File: config.mk
export PLATFORM = sky130hd
export DESIGN_NAME = uart_tx_arbiter
export DESIGN_NICKNAME = d
export VERILOG_FILES = /design/src/rtl/uart_pkg.sv /design/src/rtl/rr_picker.sv /design/src/rtl/uart_tx_arbiter.sv
export SDC_FILE = /design/constraint.sdc
export NUM_CORES = 1
export LEC_CHECK = 0
export BUFFER_PORTS_ARGS = -buffer_cell sky130_fd_sc_hd__buf_2
export CORE_ASPECT_RATIO = 0.6
export CORE_MARGIN = 2
export CORE_UTILIZATION = 45
export CTS_CLUSTER_DIAMETER = 200
export DETAILED_ROUTE_END_ITERATION = 8
export HOLD_SLACK_MARGIN = 0.15
export PLACE_DENSITY = 0.86
export SYNTH_ARGS = -nofsm -noshare
export SYNTH_HDL_FRONTEND = slang
export SYNTH_SLANG_ARGS = --single-unit
File: constraint.sdc
create_clock -name clk -period 5.45 [get_ports clk]
set_clock_uncertainty 0.15 [all_clocks]
set_input_delay 1.09 -clock clk [delete_from_list [all_inputs] [get_ports clk]]
set_output_delay 1.09 -clock clk [all_outputs]
set_load 0.02 [all_outputs]
File: src/rtl/uart_pkg.sv
// Shared types and constants for the UART transmit arbiter slice.
package uart_pkg;

    // Arbiter sequencing states.
    typedef enum logic [2:0] {
        ST_IDLE      = 3'd0,
        ST_ISSUE     = 3'd1,
        ST_WAIT_BUSY = 3'd2,
        ST_WAIT_DONE = 3'd3,
        ST_DONE      = 3'd4
    } arb_state_t;

    // Baud codes understood by the transmitter.
    localparam logic [2:0] BAUD_9600   = 3'd0;
    localparam logic [2:0] BAUD_19200  = 3'd1;
    localparam logic [2:0] BAUD_38400  = 3'd2;
    localparam logic [2:0] BAUD_57600  = 3'd3;
    localparam logic [2:0] BAUD_115200 = 3'd4;
    localparam logic [2:0] BAUD_230400 = 3'd5;
    localparam logic [2:0] BAUD_460800 = 3'd6;
    localparam logic [2:0] BAUD_921600 = 3'd7;

    // Bit-times per frame: start, 8 data, parity, stop.
    localparam int unsigned FRAME_BITS = 11;

endpackage

File: src/rtl/rr_picker.sv
// Combinational round-robin selector: first set request at or above rr_ptr, wrapping mod N.
module rr_picker #(
    parameter int unsigned N   = 4,
    parameter int unsigned IDW = $clog2(N)
) (
    input  logic [N-1:0]   req,
    input  logic [IDW-1:0] rr_ptr,
    output logic           gnt_valid,
    output logic [IDW-1:0] gnt_id
);

    int unsigned idx;

    // Scan requesters starting at rr_ptr; the first hit wins.
    always_comb begin
        gnt_valid = 1'b0;
        gnt_id    = '0;
        idx       = 0;
        for (int unsigned i = 0; i < N; i++) begin
            idx = (32'(rr_ptr) + i) % N;
            if (!gnt_valid && req[IDW'(idx)]) begin
                gnt_valid = 1'b1;
                gnt_id    = IDW'(idx);
            end
        end
    end

endmodule

File: src/rtl/uart_tx_arbiter.sv
// Round-robin sharing of one UART transmitter among N byte producers,
// tracking each frame through tx_busy and owning enable/baud configuration.
module uart_tx_arbiter
    import uart_pkg::*;
#(
    parameter int unsigned N       = 4,
    parameter int unsigned IDW     = $clog2(N),
    parameter int unsigned TIMEOUT = 8
) (
    input  logic           clk,
    input  logic           reset,
    input  logic           enable,
    input  logic [2:0]     cfg_baud,
    input  logic [N-1:0]   req,
    input  logic [8*N-1:0] req_data,
    output logic [N-1:0]   ack,
    output logic [N-1:0]   done,
    output logic [IDW-1:0] grant_id,
    output logic           active,
    output logic           err,
    output logic           tx_en,
    output logic           tx_wr,
    output logic [7:0]     tx_data,
    output logic [2:0]     baud_select,
    input  logic           tx_busy
);

    localparam int unsigned CW = $clog2(TIMEOUT + 1);

    arb_state_t     state, state_d;
    logic           en_q;
    logic [IDW-1:0] rr_ptr, rr_ptr_d;
    logic [CW-1:0]  cnt, cnt_d;

    logic [N-1:0]   ack_d, done_d;
    logic [IDW-1:0] grant_id_d;
    logic           active_d, err_d, tx_wr_d;
    logic [7:0]     tx_data_d;
    logic [2:0]     baud_d;

    logic           gnt_valid;
    logic [IDW-1:0] gnt_id;

    rr_picker #(
        .N   (N),
        .IDW (IDW)
    ) u_picker (
        .req       (req),
        .rr_ptr    (rr_ptr),
        .gnt_valid (gnt_valid),
        .gnt_id    (gnt_id)
    );

    // en_q doubles as the registered transmitter enable.
    assign tx_en = en_q;

    // Next-state and next-output decode; outputs are computed for the state being
    // entered so the registered strobes line up with ISSUE and DONE.
    always_comb begin
        state_d    = state;
        rr_ptr_d   = rr_ptr;
        cnt_d      = cnt;
        ack_d      = '0;
        done_d     = '0;
        err_d      = 1'b0;
        tx_wr_d    = 1'b0;
        grant_id_d = grant_id;
        active_d   = active;
        tx_data_d  = tx_data;
        baud_d     = baud_select;

        case (state)
            ST_IDLE: begin
                baud_d = cfg_baud;
                if (gnt_valid && enable && en_q) begin
                    tx_data_d      = req_data[{gnt_id, 3'b000} +: 8];
                    grant_id_d     = gnt_id;
                    active_d       = 1'b1;
                    ack_d[gnt_id]  = 1'b1;
                    tx_wr_d        = 1'b1;
                    rr_ptr_d       = (gnt_id == IDW'(N - 1)) ? '0 : gnt_id + 1'b1;
                    state_d        = ST_ISSUE;
                end
            end
            ST_ISSUE: begin
                cnt_d   = '0;
                state_d = ST_WAIT_BUSY;
            end
            ST_WAIT_BUSY: begin
                if (tx_busy) begin
                    state_d = ST_WAIT_DONE;
                end else if (cnt == CW'(TIMEOUT - 1)) begin
                    err_d    = 1'b1;
                    active_d = 1'b0;
                    cnt_d    = '0;
                    state_d  = ST_IDLE;
                end else begin
                    cnt_d = cnt + 1'b1;
                end
            end
            ST_WAIT_DONE: begin
                if (!tx_busy) begin
                    done_d[grant_id] = 1'b1;
                    active_d         = 1'b0;
                    state_d          = ST_DONE;
                end
            end
            ST_DONE: begin
                state_d = ST_IDLE;
            end
            default: begin
                state_d = ST_IDLE;
            end
        endcase
    end

    // State and output registers with asynchronous clear.
    always_ff @(posedge clk or posedge reset) begin
        if (reset) begin
            state       <= ST_IDLE;
            en_q        <= 1'b0;
            rr_ptr      <= '0;
            cnt         <= '0;
            ack         <= '0;
            done        <= '0;
            grant_id    <= '0;
            active      <= 1'b0;
            err         <= 1'b0;
            tx_wr       <= 1'b0;
            tx_data     <= '0;
            baud_select <= '0;
        end else begin
            state       <= state_d;
            en_q        <= enable;
            rr_ptr      <= rr_ptr_d;
            cnt         <= cnt_d;
            ack         <= ack_d;
            done        <= done_d;
            grant_id    <= grant_id_d;
            active      <= active_d;
            err         <= err_d;
            tx_wr       <= tx_wr_d;
            tx_data     <= tx_data_d;
            baud_select <= baud_d;
        end
    end

endmodule

==> summary.txt, run 1 <==
Worst setup path
  • Slowest cell delay on critical path: 0.34 ns
  • Critical path fanouts, max: 13
  • CP max stage cell: a31oi_2
  • CP Cell Sequence: buf_2 -> nor2_1 -> a31oi_2 -> nand2_1 -> inv_1 -> nand2_1 -> o221ai_1
  • Critical path data arrival time: 2.67 ns
  • Crit path max-delay family: simple AND/OR/NAND/NOR gates
  • Critical R2R Launch: state[1]$_DFFE_PP0P_
  • Worst EP required: 5.49 ns
  • CP bufs+invs: 2
  • Most used cell, CP: nand2_1
  • Critical path launch point type: input port
  • Critical path startpoint: req[1]
  • Critical path class: input port to flip-flop
  • CP endpoint kind: flip-flop

Clock tree
  • Post-CTS Setup Bufs: 0
  • CTS tree: done
  • CTS-repair resized insts: 0
  • Clk pin slew, worst setup/hold paths: 0.07 ns
  • Clock Sinks: 34
  • Root Buffer: clkbuf_8
  • Bufs on Longest Clock Path: 2
  • TritonCTS buffer count: 5
  • H-tree Lvls: 2
  • Clock Latency Late Sink: 0.28 ns
  • Cts hold-fix bufs: 0

Timing
  • Final Cycle Share: 48.1%
  • Max Transition Viols Final: 0
  • RSZ-0062 raised after global routing: no
  • Measured slew at the worst slew-check pin: 0.461 ns
  • Final hold violations: 0
  • Fmax achieved: 381 MHz
  • Fin Hold WS: 0.351 ns
  • # setup viols final: 0
  • Min Tclk post-route: 2.62 ns
  • Relative slew margins: 69.3%
  • Setup TNS: 0 ns

Floorplanning
  • Io pins: 68
  • Die W: 83.1 µm
  • Die Y: 51.5 µm
  • Die Area: 4280 µm²
  • Core area: 3640 µm²
  • Initial core utilization: 46.5%
  • Cell Rows: 17

Placed design
  • Routability cong.: 0.838
  • Placed cells: 272
  • Buffers added on ports: 67
  • Hpwl dp: 2740 µm
  • Area post-placement: 2050 µm²

Run status
  • Status: finished, final reports clean

GRT
  • All-Layer GR Usage: 18.1%
  • Vias in the first global route: 1327
  • First-pass GRT wire length: 5880 µm
  • Antenna violations before repair: 0
  • Largest net degree at the start of global routing: 35
  • Total grt overflow: 0

Synth
  • Synth warnings: 0
  • Share of async-settable or async-resettable flops after synthesis: 100%
  • Synthesis-stage register bit count: 34
  • Most used flip-flop cell after synthesis: dfrtp_1
  • Synth Cell Area: 1690 µm²
  • Post-synthesis average cell area: 10.4 µm²
  • Commonest cells post-synth: 34 x dfrtp_1, 28 x nand2_1, 16 x mux2i_1
  • Number of synthesized flops with an enable pin: 0
  • Post-synthesis sequential area ratio: 50.3%
  • Synth cell types: 31
  • Ranking of synthesized cells by area: dfrtp_1 50%, mux2i_1 9.5%, nand2_1 6.2%
  • Yosys top cell area share: 50.3%
  • Synthesized Nets: 210
  • Post-synthesis cell count: 162
  • Post-synth top area cell: dfrtp_1
  • Most common cell in the netlist: dfrtp_1

Detailed routing
  • Initial DRC Count: 100
  • DRT Pass-1 Iters: 4
  • Routed WL: 3600 µm
  • Drc violations: 0
  • DR vias: 1441
  • Antenna Violating Nets Remaining: 0
  • Drt wl/cell: 12.9 µm
  • Vias per inst: 5.15

Layout
  • # diodes: 0
  • Multi-input combinational cell area: 759 µm²
  • Layout area overhead: 26.9%
  • Design Area, Final: 2140 µm²
  • Post-Layout Cell Count: 280
  • Fill cells: 313
  • Fin nets: 280
  • Register area: 851 µm²
  • Share of layout cells above drive strength 1: 35.2%

Flow run
  • Max cap viols: 0

Power and ir drop
  • Pleak: 0.00118 µW
  • VDD IR max: 0.221 mV
  • Power Total: 1010 µW
  • Power Density: 472 nW/µm²

Worst hold path
  • HP Class: flip-flop to flip-flop
  • Min-delay src: baud_select[0]$_DFFE_PP0P_
## layer usage
layer	global-route usage, %	vias up	part of all wire (%)
met5	0	-	0
met1	23.7	655	48
met4	7.65	0	1.6
met3	6.62	7	8.3
li1	-	711	-
met2	27.4	68	42
## sequential cells by signal, summed over array words and instances (netlist names)
name,cells
err,1
tx_en,1
tx_wr,1
rr_ptr,2
ack,4
tx_data,8
baud_select,3
grant_id,2
state,3
done,4
cnt,4
active,1
## cells in the final DEF, fill, tap and decap left out, types with 2 or more instances in the layout
cell type  count
clkbuf_8       6
mux2i_1       16
nor3_1         4
nor2b_1        3
ha_1           5
nand2_1       28
o21ai_0        7
nor2_1         8
inv_1          9
mux2_2         3
nand3_1        4
o21bai_1       2
and3_1         5
a21oi_1        5
buf_2         67
o221ai_1       9
nor3b_1        2
dfrtp_1       34
buf_4          2
## layout make-up
class	instances	share of cell area, %
Tap cell	47	2.74
Sequential cell	34	39.7
Clock buffer	7	4.03
Timing Repair Buffer	69	16.3
Inverter	9	1.58
Multi-Input combinational cell	113	35.4
Clock inverter	1	0.233
## path summary, 6_finish.rpt
| path | to | slack, ns | cells past startpoint |
|---|---|---|---|
| max in group asynchronous | err$_DFF_PP0_ | 4.12 | 3 |
| min in group asynchronous | done[0]$_DFF_PP0_ | 0.72 | 3 |
| hold reg to reg | baud_select[0]$_DFFE_PP0P_ | 0.35 | 1 |
| setup reg to reg | tx_data[7]$_DFFE_PP0P_ | 3.21 | 5 |
| hold / removal | baud_select[0]$_DFFE_PP0P_ | 0.35 | 1 |
| setup / recovery | tx_data[7]$_DFFE_PP0P_ | 2.83 | 7 |
## power by group
group	internal (µW)	leakage (µW)	switching, µW	total (µW)
combinational	173	0.000691	232	405
sequential	334	0.000437	87.6	421
clock	102	0.0000482	85.6	187
## through the flow
stage	utilization [%]	worst slack, ns
2_1_floorplan	-	2.89
3_3_place_gp	56.4	2.62
3_5_place_dp	56.4	2.53
4_1_cts	59.0	2.84
5_1_grt	59.0	2.63
6_report	59.0	2.83
## kinds of logic after synthesis
kind of cell,count (synthesis),share of synthesized area (%)
flip-flops,34,50.3
AO/OA/AOI/OAI,32,13.6
multiplexers,19,11.5
AND/OR/NAND/NOR,57,16.1
adder cells (fa/ha/maj),5,3.70
buffers and inverters,15,4.74
No activity file was read; power rests on OpenSTA's default activity.
==> run 2: changes to the inputs <==
==> constraint.sdc (replaced) <==
create_clock -name clk -period 2.6 [get_ports clk]
set_clock_uncertainty 0.15 [all_clocks]
set_input_delay 0.52 -clock clk [delete_from_list [all_inputs] [get_ports clk]]
set_output_delay 0.52 -clock clk [all_outputs]
set_load 0.02 [all_outputs]
==> run 2 against run 1 <==
  * Sequential share of layout area is 0.62 points lower
  * Cell count is 0.71% higher
  * Hold slack lost 0.19 ns
  * Sequential cell count did not move
  * Utilization up 0.93 points
  * Critical path depth decreased by 2
  * Combinational power is 110% higher
  * Register-to-register slack worse by 2.6 ns
  * Critical endpoint is now tx_data[5]$_DFFE_PP0P_
  * Largest power group unchanged
  * Highest routed layer unchanged
==> summary.txt, run 2 (synthesis results as in run 1) <==
Detailed routing
  • DRT Pass-1 Iters: 4 (unchanged)
  • Drc violations: 0 (unchanged)
  • Drt wl/cell: 13.2 µm (+2.8%)
  • Antenna Violating Nets Remaining: 0 (unchanged)
  • Routed WL: 3730 µm (+3.5%)
  • Initial DRC Count: 121 (+21%)
  • Vias per inst: 5.10 (-0.85%)
  • DR vias: 1439 (-0.14%)

Worst setup path
  • Most used cell, CP: nand2_1
  • Slowest cell delay on critical path: 0.54 ns (+0.20 ns)
  • CP bufs+invs: 1 (-1)
  • Critical path launch point type: flip-flop
  • CP Depth: 5 (-2)
  • Critical path data arrival time: 2.02 ns (-0.65 ns)
  • CP endpoint kind: flip-flop
  • Reg2reg path depth: 5 (unchanged)
  • CP max stage cell: dfrtp_1
  • Crit path max-delay family: simple AND/OR/NAND/NOR gates
  • Worst EP required: 2.64 ns (-2.85 ns)
  • CP Cell Sequence: nor3_4 -> nand2_1 -> inv_1 -> nand2_1 -> o221ai_1
  • Critical path class: flip-flop to flip-flop
  • Critical path fanouts, max: 14 (+1)

Power and ir drop
  • Pleak: 0.00119 µW (+1.6%)
  • Clock power frac: 20.6% (+2.1 points)
  • Internal: 1340 µW (+120%)
  • Switch share: 38.9% (-1.0 points)
  • Power Density: 1010 nW/µm² (+110%)
  • Combinational power share: 39.5% (-0.4 points)
  • Flop pwr share: 39.9% (-1.7 points)
  • Switching power total: 855 µW (+110%)
  • VDD IR max: 0.588 mV (+170%)

Timing
  • Fmax achieved: 506 MHz
  • Final Cycle Share: 76.0%
  • Max Transition Viols Final: 0 (unchanged)
  • Measured slew at the worst slew-check pin: 0.446 ns (-0.0145 ns)
  • Final hold violations: 0 (unchanged)
  • Relative slew margins: 70.3% (+0.97 points)
  • Post-route setup slack: 0.624 ns (-2.20 ns)
  • # setup viols final: 0 (unchanged)
  • RSZ-0062 raised after global routing: no
  • Min Tclk post-route: 1.98 ns
  • Setup TNS: 0 ns (unchanged)

Layout
  • # diodes: 0 (unchanged)
  • Share of layout cells above drive strength 1: 36.2% (+0.98 points)
  • Final core area utilization: 59.9% (+0.93 points)
  • Fin nets: 282 (+0.71%)
  • Max reg flops: 8 (unchanged)
  • Commonest cells after routing, fill and taps aside: 67 x buf_2, 34 x dfrtp_1, 28 x nand2_1, 16 x mux2i_1
  • Layout area overhead: 28.9%
  • Commonest non-fill, non-tap cell in the layout: buf_2
  • Biggest register: tx_data
  • Post-Layout Cell Count: 282 (+0.71%)

GRT
  • All-Layer GR Usage: 18.4% (+0.33 points)
  • Antenna violations before repair: 0 (unchanged)
  • Vias in the first global route: 1330 (+0.23%)
  • Total grt overflow: 0 (unchanged)
  • Largest net degree at the start of global routing: 35 (unchanged)
  • First-pass GRT wire length: 6040 µm (+2.7%)

Floorplanning
  • Cell Rows: 17 (unchanged)
  • Core area: 3640 µm² (unchanged)
  • Die W: 83.1 µm (unchanged)
  • Initial core utilization: 46.5% (unchanged)
  • Io pins: 68 (unchanged)
  • Die Y: 51.5 µm (unchanged)
  • Die Area: 4280 µm² (unchanged)

Placed design
  • Hpwl dp: 2800 µm (+2.1%)
  • Pre-CTS setup slack: 0.404 ns (-2.13 ns)
  • Placed cells: 274 (+0.74%)
  • Buffers added on ports: 67 (unchanged)
  • Routability cong.: 0.807 (-3.8%)

Clock tree
  • Cts hold-fix bufs: 0 (unchanged)
  • Post-CTS Setup Bufs: 0 (unchanged)
  • Clk pin slew, worst setup/hold paths: 0.07 ns (about the same)
  • CTS tree: done
  • Clock Latency Late Sink: 0.28 ns (about the same)
  • H-tree Lvls: 2 (unchanged)
  • TritonCTS buffer count: 5 (unchanged)
  • CTS-repair resized insts: 0 (unchanged)
  • Clock Sinks: 34 (unchanged)
  • Bufs on Longest Clock Path: 2 (unchanged)
  • Root Buffer: clkbuf_8

Flow run
  • Max cap viols: 0 (unchanged)

Worst hold path
  • HP Class: input port to async pin

Run status
  • Status: finished, final reports clean
-- run 2: cell types whose count changed in the layout (fill, tap and decap cells not counted), sizes merged --
| cell | delta |
|---|---|
| buf | +2 |
| clkbuf | +1 |
| clkinv | -1 |
-- run 2: power by group through the flow --
stage	Combinational [µW]	Clock (µW)	Sequential [µW]
CTS	879	463	872
global route	965	484	902
floorplan	550	0	961
finish	867	452	875
detailed placement	876	0	876
global placement	846	0	876
-- run 2: metal layers --
metal	track usage, %	vias to the layer above	share of wire, %
li1	-	719	-
met4	5.74	0	1.2
met2	27.8	58	42
met5	0	-	0
met3	5.49	6	7.6
met1	25.8	656	49
-- run 2: area by class of cell --
class / count / area, µm²
timing repair buffer: 71 / 365
multi-input combinational: 113 / 759
sequential: 34 / 851
fill: 305 / 1460
clock buffer: 8 / 110
tap: 47 / 58.8
inverter: 9 / 33.8
-- run 2: worst paths after layout --
| kind | slack, ns | startpoint | endpoint |
|---|---|---|---|
| setup reg to reg | 0.62 | state[1]$_DFFE_PP0P_ | tx_data[5]$_DFFE_PP0P_ |
| min in group clk | 0.21 | enable | tx_en$_DFF_PP0_ |
| hold reg to reg | 0.34 | tx_data[6]$_DFFE_PP0P_ | tx_data[6]$_DFFE_PP0P_ |
| setup / recovery | 0.62 | state[1]$_DFFE_PP0P_ | tx_data[5]$_DFFE_PP0P_ |
| hold / removal | 0.16 | reset | tx_data[2]$_DFFE_PP0P_ |
| max in group asynchronous | 1.83 | reset | done[1]$_DFF_PP0_ |
-- run 2: tightest hold or removal path, stage by stage --
cell   delay, ns
buf_2       0.09
inv_1       0.04
buf_4       0.37
-- run 2: metrics by stage --
| stage | total power, µW | cell area [µm²] | hold WS, ns |
|---|---|---|---|
| finish | 2190 | 2180 | 0.162 |
| global route | 2350 | 2180 | 0.203 |
| CTS | 2210 | 2180 | 0.176 |
| detailed placement | 1750 | 2070 | 0.321 |
| global placement | 1720 | 2070 | 0.326 |
| floorplan | 1510 | 1690 | 0.336 |
==> run 3: changes to the inputs <==
--- a/config.mk
+++ b/config.mk
@@ -5,6 +5,7 @@
 export SDC_FILE = /design/constraint.sdc
 export NUM_CORES = 1
 export LEC_CHECK = 0
+export ABC_AREA = 1
 export BUFFER_PORTS_ARGS = -buffer_cell sky130_fd_sc_hd__buf_2
 export CORE_ASPECT_RATIO = 0.6
 export CORE_MARGIN = 2
==> constraint.sdc (replaced) <==
create_clock -name clk -period 1.72 [get_ports clk]
set_clock_uncertainty 0.15 [all_clocks]
set_input_delay 0.344 -clock clk [delete_from_list [all_inputs] [get_ports clk]]
set_output_delay 0.344 -clock clk [all_outputs]
set_load 0.02 [all_outputs]
==> run 3 against run 2 <==
  * The run now ends with negative setup slack left
  * Utilization up 11 points
  * Largest power group is now combinational logic
  * Critical path depth up 7
  * Sequential share of layout area down 13 points
  * Fmax down 4.4%
  * Largest cell class is now multi-input gates
  * Die area up 26%
  * Sequential cell count unchanged
  * Via count up 65%
  * Sequential power up 44%
  * Combinational power rose to 5.7 times the previous value
==> summary.txt, run 3 <==
Synth
  • Synth cell types: 28 (-9.7%)
  • Most common cell in the netlist: nand2_1
  • Ranking of synthesized cells by area: dfrtp_1 39%, nand2_1 16%, inv_1 11%
  • Most used flip-flop cell after synthesis: dfrtp_1
  • Synthesized Nets: 354 (+69%)
  • Post-synthesis sequential area ratio: 39.3% (-11 points)
  • Post-synth top area cell: dfrtp_1
  • Number of synthesized flops with an enable pin: 0 (unchanged)
  • Post-synthesis cell count: 306 (+89%)
  • Post-synthesis average cell area: 7.08 µm² (-32%)
  • Synth warnings: 0 (unchanged)
  • Yosys top cell area share: 39.3% (-11 points)
  • Commonest cells post-synth: 91 x nand2_1, 61 x inv_1, 34 x dfrtp_1
  • Share of async-settable or async-resettable flops after synthesis: 100% (unchanged)
  • Synth Cell Area: 2170 µm² (+28%)
  • Synthesis-stage register bit count: 34 (unchanged)

Timing
  • Max Transition Viols Final: 0 (unchanged)
  • RSZ-0062 raised after global routing: yes
  • Post-route setup slack: -0.346 ns (-0.970 ns)
  • Relative slew margins: 71.7% (+1.4 points)
  • # setup viols final: 21 (+21)
  • Fmax achieved: 484 MHz (-4.4%)
  • Final hold violations: 0 (unchanged)
  • Min Tclk post-route: 2.07 ns (+0.0901 ns)
  • Measured slew at the worst slew-check pin: 0.425 ns (-0.0211 ns)
  • Final Cycle Share: 120% (+44 points)

Worst setup path
  • Critical path fanouts, max: 9 (-5)
  • CP endpoint kind: flip-flop
  • Critical path class: flip-flop to flip-flop
  • Reg2reg path depth: 12 (+7)
  • Critical path launch point type: flip-flop
  • Critical path data arrival time: 2.09 ns (+0.07 ns)
  • Worst EP required: 1.74 ns (-0.90 ns)

Layout
  • Layout area overhead: 49.9%
  • Biggest register: tx_data
  • Post-Layout Cell Count: 473 (+68%)
  • Max reg flops: 8 (unchanged)
  • Commonest non-fill, non-tap cell in the layout: nand2_1
  • Share of layout cells above drive strength 1: 44.6% (+8.5 points)
  • # diodes: 0 (unchanged)
  • Commonest cells after routing, fill and taps aside: 69 x nand2_1, 66 x buf_2, 57 x inv_1, 32 x dfrtp_1, 23 x nand2_2
  • Final core area utilization: 70.4% (+11 points)
  • Fin nets: 457 (+62%)
  • Design Area, Final: 3250 µm² (+49%)

Detailed routing
  • Vias per inst: 5.02 (-1.7%)
  • Drc violations: 0 (unchanged)
  • DRT Pass-1 Iters: 4 (unchanged)
  • Initial DRC Count: 231 (+91%)
  • DR vias: 2373 (+65%)
  • Antenna Violating Nets Remaining: 0 (unchanged)
  • Routed WL: 6400 µm (+71%)
  • Drt wl/cell: 13.5 µm (+2.2%)

Power and ir drop
  • VDD IR max: 1.10 mV (+87%)
  • Clock power frac: 8.9% (-12 points)
  • Switching power total: 3420 µW (+300%)
  • Switch share: 50.0% (+11 points)
  • Pleak: 0.00188 µW (+57%)
  • Combinational power share: 72.6% (+33 points)
  • Internal: 3430 µW (+160%)
  • Power Total: 6850 µW (+210%)
  • Power Density: 2110 nW/µm² (+110%)
  • Flop pwr share: 18.4% (-21 points)

Floorplanning
  • Initial core utilization: 47.0% (+0.51 points)
  • Cell Rows: 19 (+2)
  • Core area: 4610 µm² (+27%)
  • Io pins: 68 (unchanged)
  • Die Area: 5410 µm² (+26%)
  • Die Y: 57.8 µm (+12%)
  • Die W: 93.6 µm (+13%)

Clock tree
  • TritonCTS buffer count: 5 (unchanged)
  • Bufs on Longest Clock Path: 2 (unchanged)
  • Clk pin slew, worst setup/hold paths: 0.07 ns (about the same)
  • CTS tree: done
  • Clock Latency Late Sink: 0.28 ns (about the same)
  • Clock Sinks: 34 (unchanged)
  • H-tree Lvls: 2 (unchanged)
  • Root Buffer: clkbuf_8

Placed design
  • Routability cong.: 0.869 (+7.6%)
  • Area post-placement: 2750 µm² (+33%)
  • Hpwl dp: 4210 µm (+50%)
  • Pre-CTS setup slack: -0.419 ns (-0.823 ns)
  • Placed cells: 448 (+64%)
  • Buffers added on ports: 67 (unchanged)

Worst hold path
  • HP Class: input port to flip-flop
  • Worst hold path depth: 5

GRT
  • Vias in the first global route: 2277 (+71%)
  • Largest net degree at the start of global routing: 35 (unchanged)
  • Met1 Track Usage GR: 32.1% (+6.3 points)
  • Met3 GRT Util: 5.85% (+0.36 points)
  • Antenna violations before repair: 0 (unchanged)
  • Total grt overflow: 0 (unchanged)
  • Busiest grt layer: met2
  • All-Layer GR Usage: 23.6% (+5.2 points)
  • M2 GR Usage: 37.2% (+9.4 points)
  • First-pass GRT wire length: 10000 µm (+66%)

Flow run
  • Max cap viols: 0 (unchanged)

Run status
  • Status: finished, violations left
  • Failing checks: negative setup slack
-- run 3: power groups by stage --
stage	registers [µW]	clock network, µW	logic, µW
after floorplan	1410	0	2500
after global placement	1240	0	3690
after detailed placement	1240	0	3800
after CTS	1250	622	4420
after global routing	1290	664	5460
final	1260	612	4970
-- run 3: critical path: stages (launching register included) --
cell and delay, ns:
dfrtp_2 0.50, inv_8 0.06, buf_6 0.13, nand2_2 0.05
nand2_2 0.06, o21ai_0 0.29, nand3_2 0.12, nand3_2 0.10
nand2_4 0.09, inv_8 0.10, ha_4 0.20, nand2_1 0.05
o21ai_1 0.06
-- run 3: metrics by stage --
step | setup TNS (ns) | hold slack (ns)
2_1_floorplan | -1.58 | 0.225
3_3_place_gp | -5.20 | 0.301
3_5_place_dp | -6.46 | 0.308
4_1_cts | -4.67 | 0.261
5_1_grt | -8.21 | 0.269
6_report | -5.92 | 0.261
-- run 3: area by class of cell --
type | instances | area (µm²)
clock inverters | 1 | 5.00
fillers | 370 | 1360
inverters | 66 | 273
clock buffers | 7 | 86.3
well taps | 63 | 78.8
multi-input cells | 198 | 1250
flip-flops and latches | 34 | 853
repair buffers | 104 | 697
-- run 3: cells by family after synthesis --
| group | share of synthesized area [%] |
|---|---|
| adder cells (fa/ha/maj) | 2.89 |
| flip-flops | 39.3 |
| buffers and inverters | 14.3 |
| AND/OR/NAND/NOR | 39.7 |
| AO/OA/AOI/OAI | 3.87 |
-- run 3: what timing repair did --
action                                  4_1_cts  5_1_grt
hold endpoints to repair                     42        0
endpoints found under the setup margin       21       24
pin swaps                                    10       25
buffers inserted                              8        3
gates cloned                                  1        0
resized for setup                            38       35
hold buffers                                  6        0
-- run 3: path summary, 6_finish.rpt --
check / from / end / slack, ns
hold reg to reg: tx_data[0]$_DFFE_PP0P_ / tx_data[0]$_DFFE_PP0P_ / 0.33
hold / removal: req_data[30] / tx_data[6]$_DFFE_PP0P_ / 0.26
setup reg to reg: rr_ptr[0]$_DFFE_PP0P_ / rr_ptr[1]$_DFFE_PP0P_ / -0.35
max in group asynchronous: reset / rr_ptr[0]$_DFFE_PP0P_ / 0.55
setup / recovery: rr_ptr[0]$_DFFE_PP0P_ / rr_ptr[1]$_DFFE_PP0P_ / -0.35
min in group asynchronous: reset / baud_select[0]$_DFFE_PP0P_ / 0.53
-- run 3: routing by layer --
layer,routed length (µm),share of wire (%)
met2,3010,47
met3,504,7.9
met4,89,1.4
met1,2790,44
met5,0,0
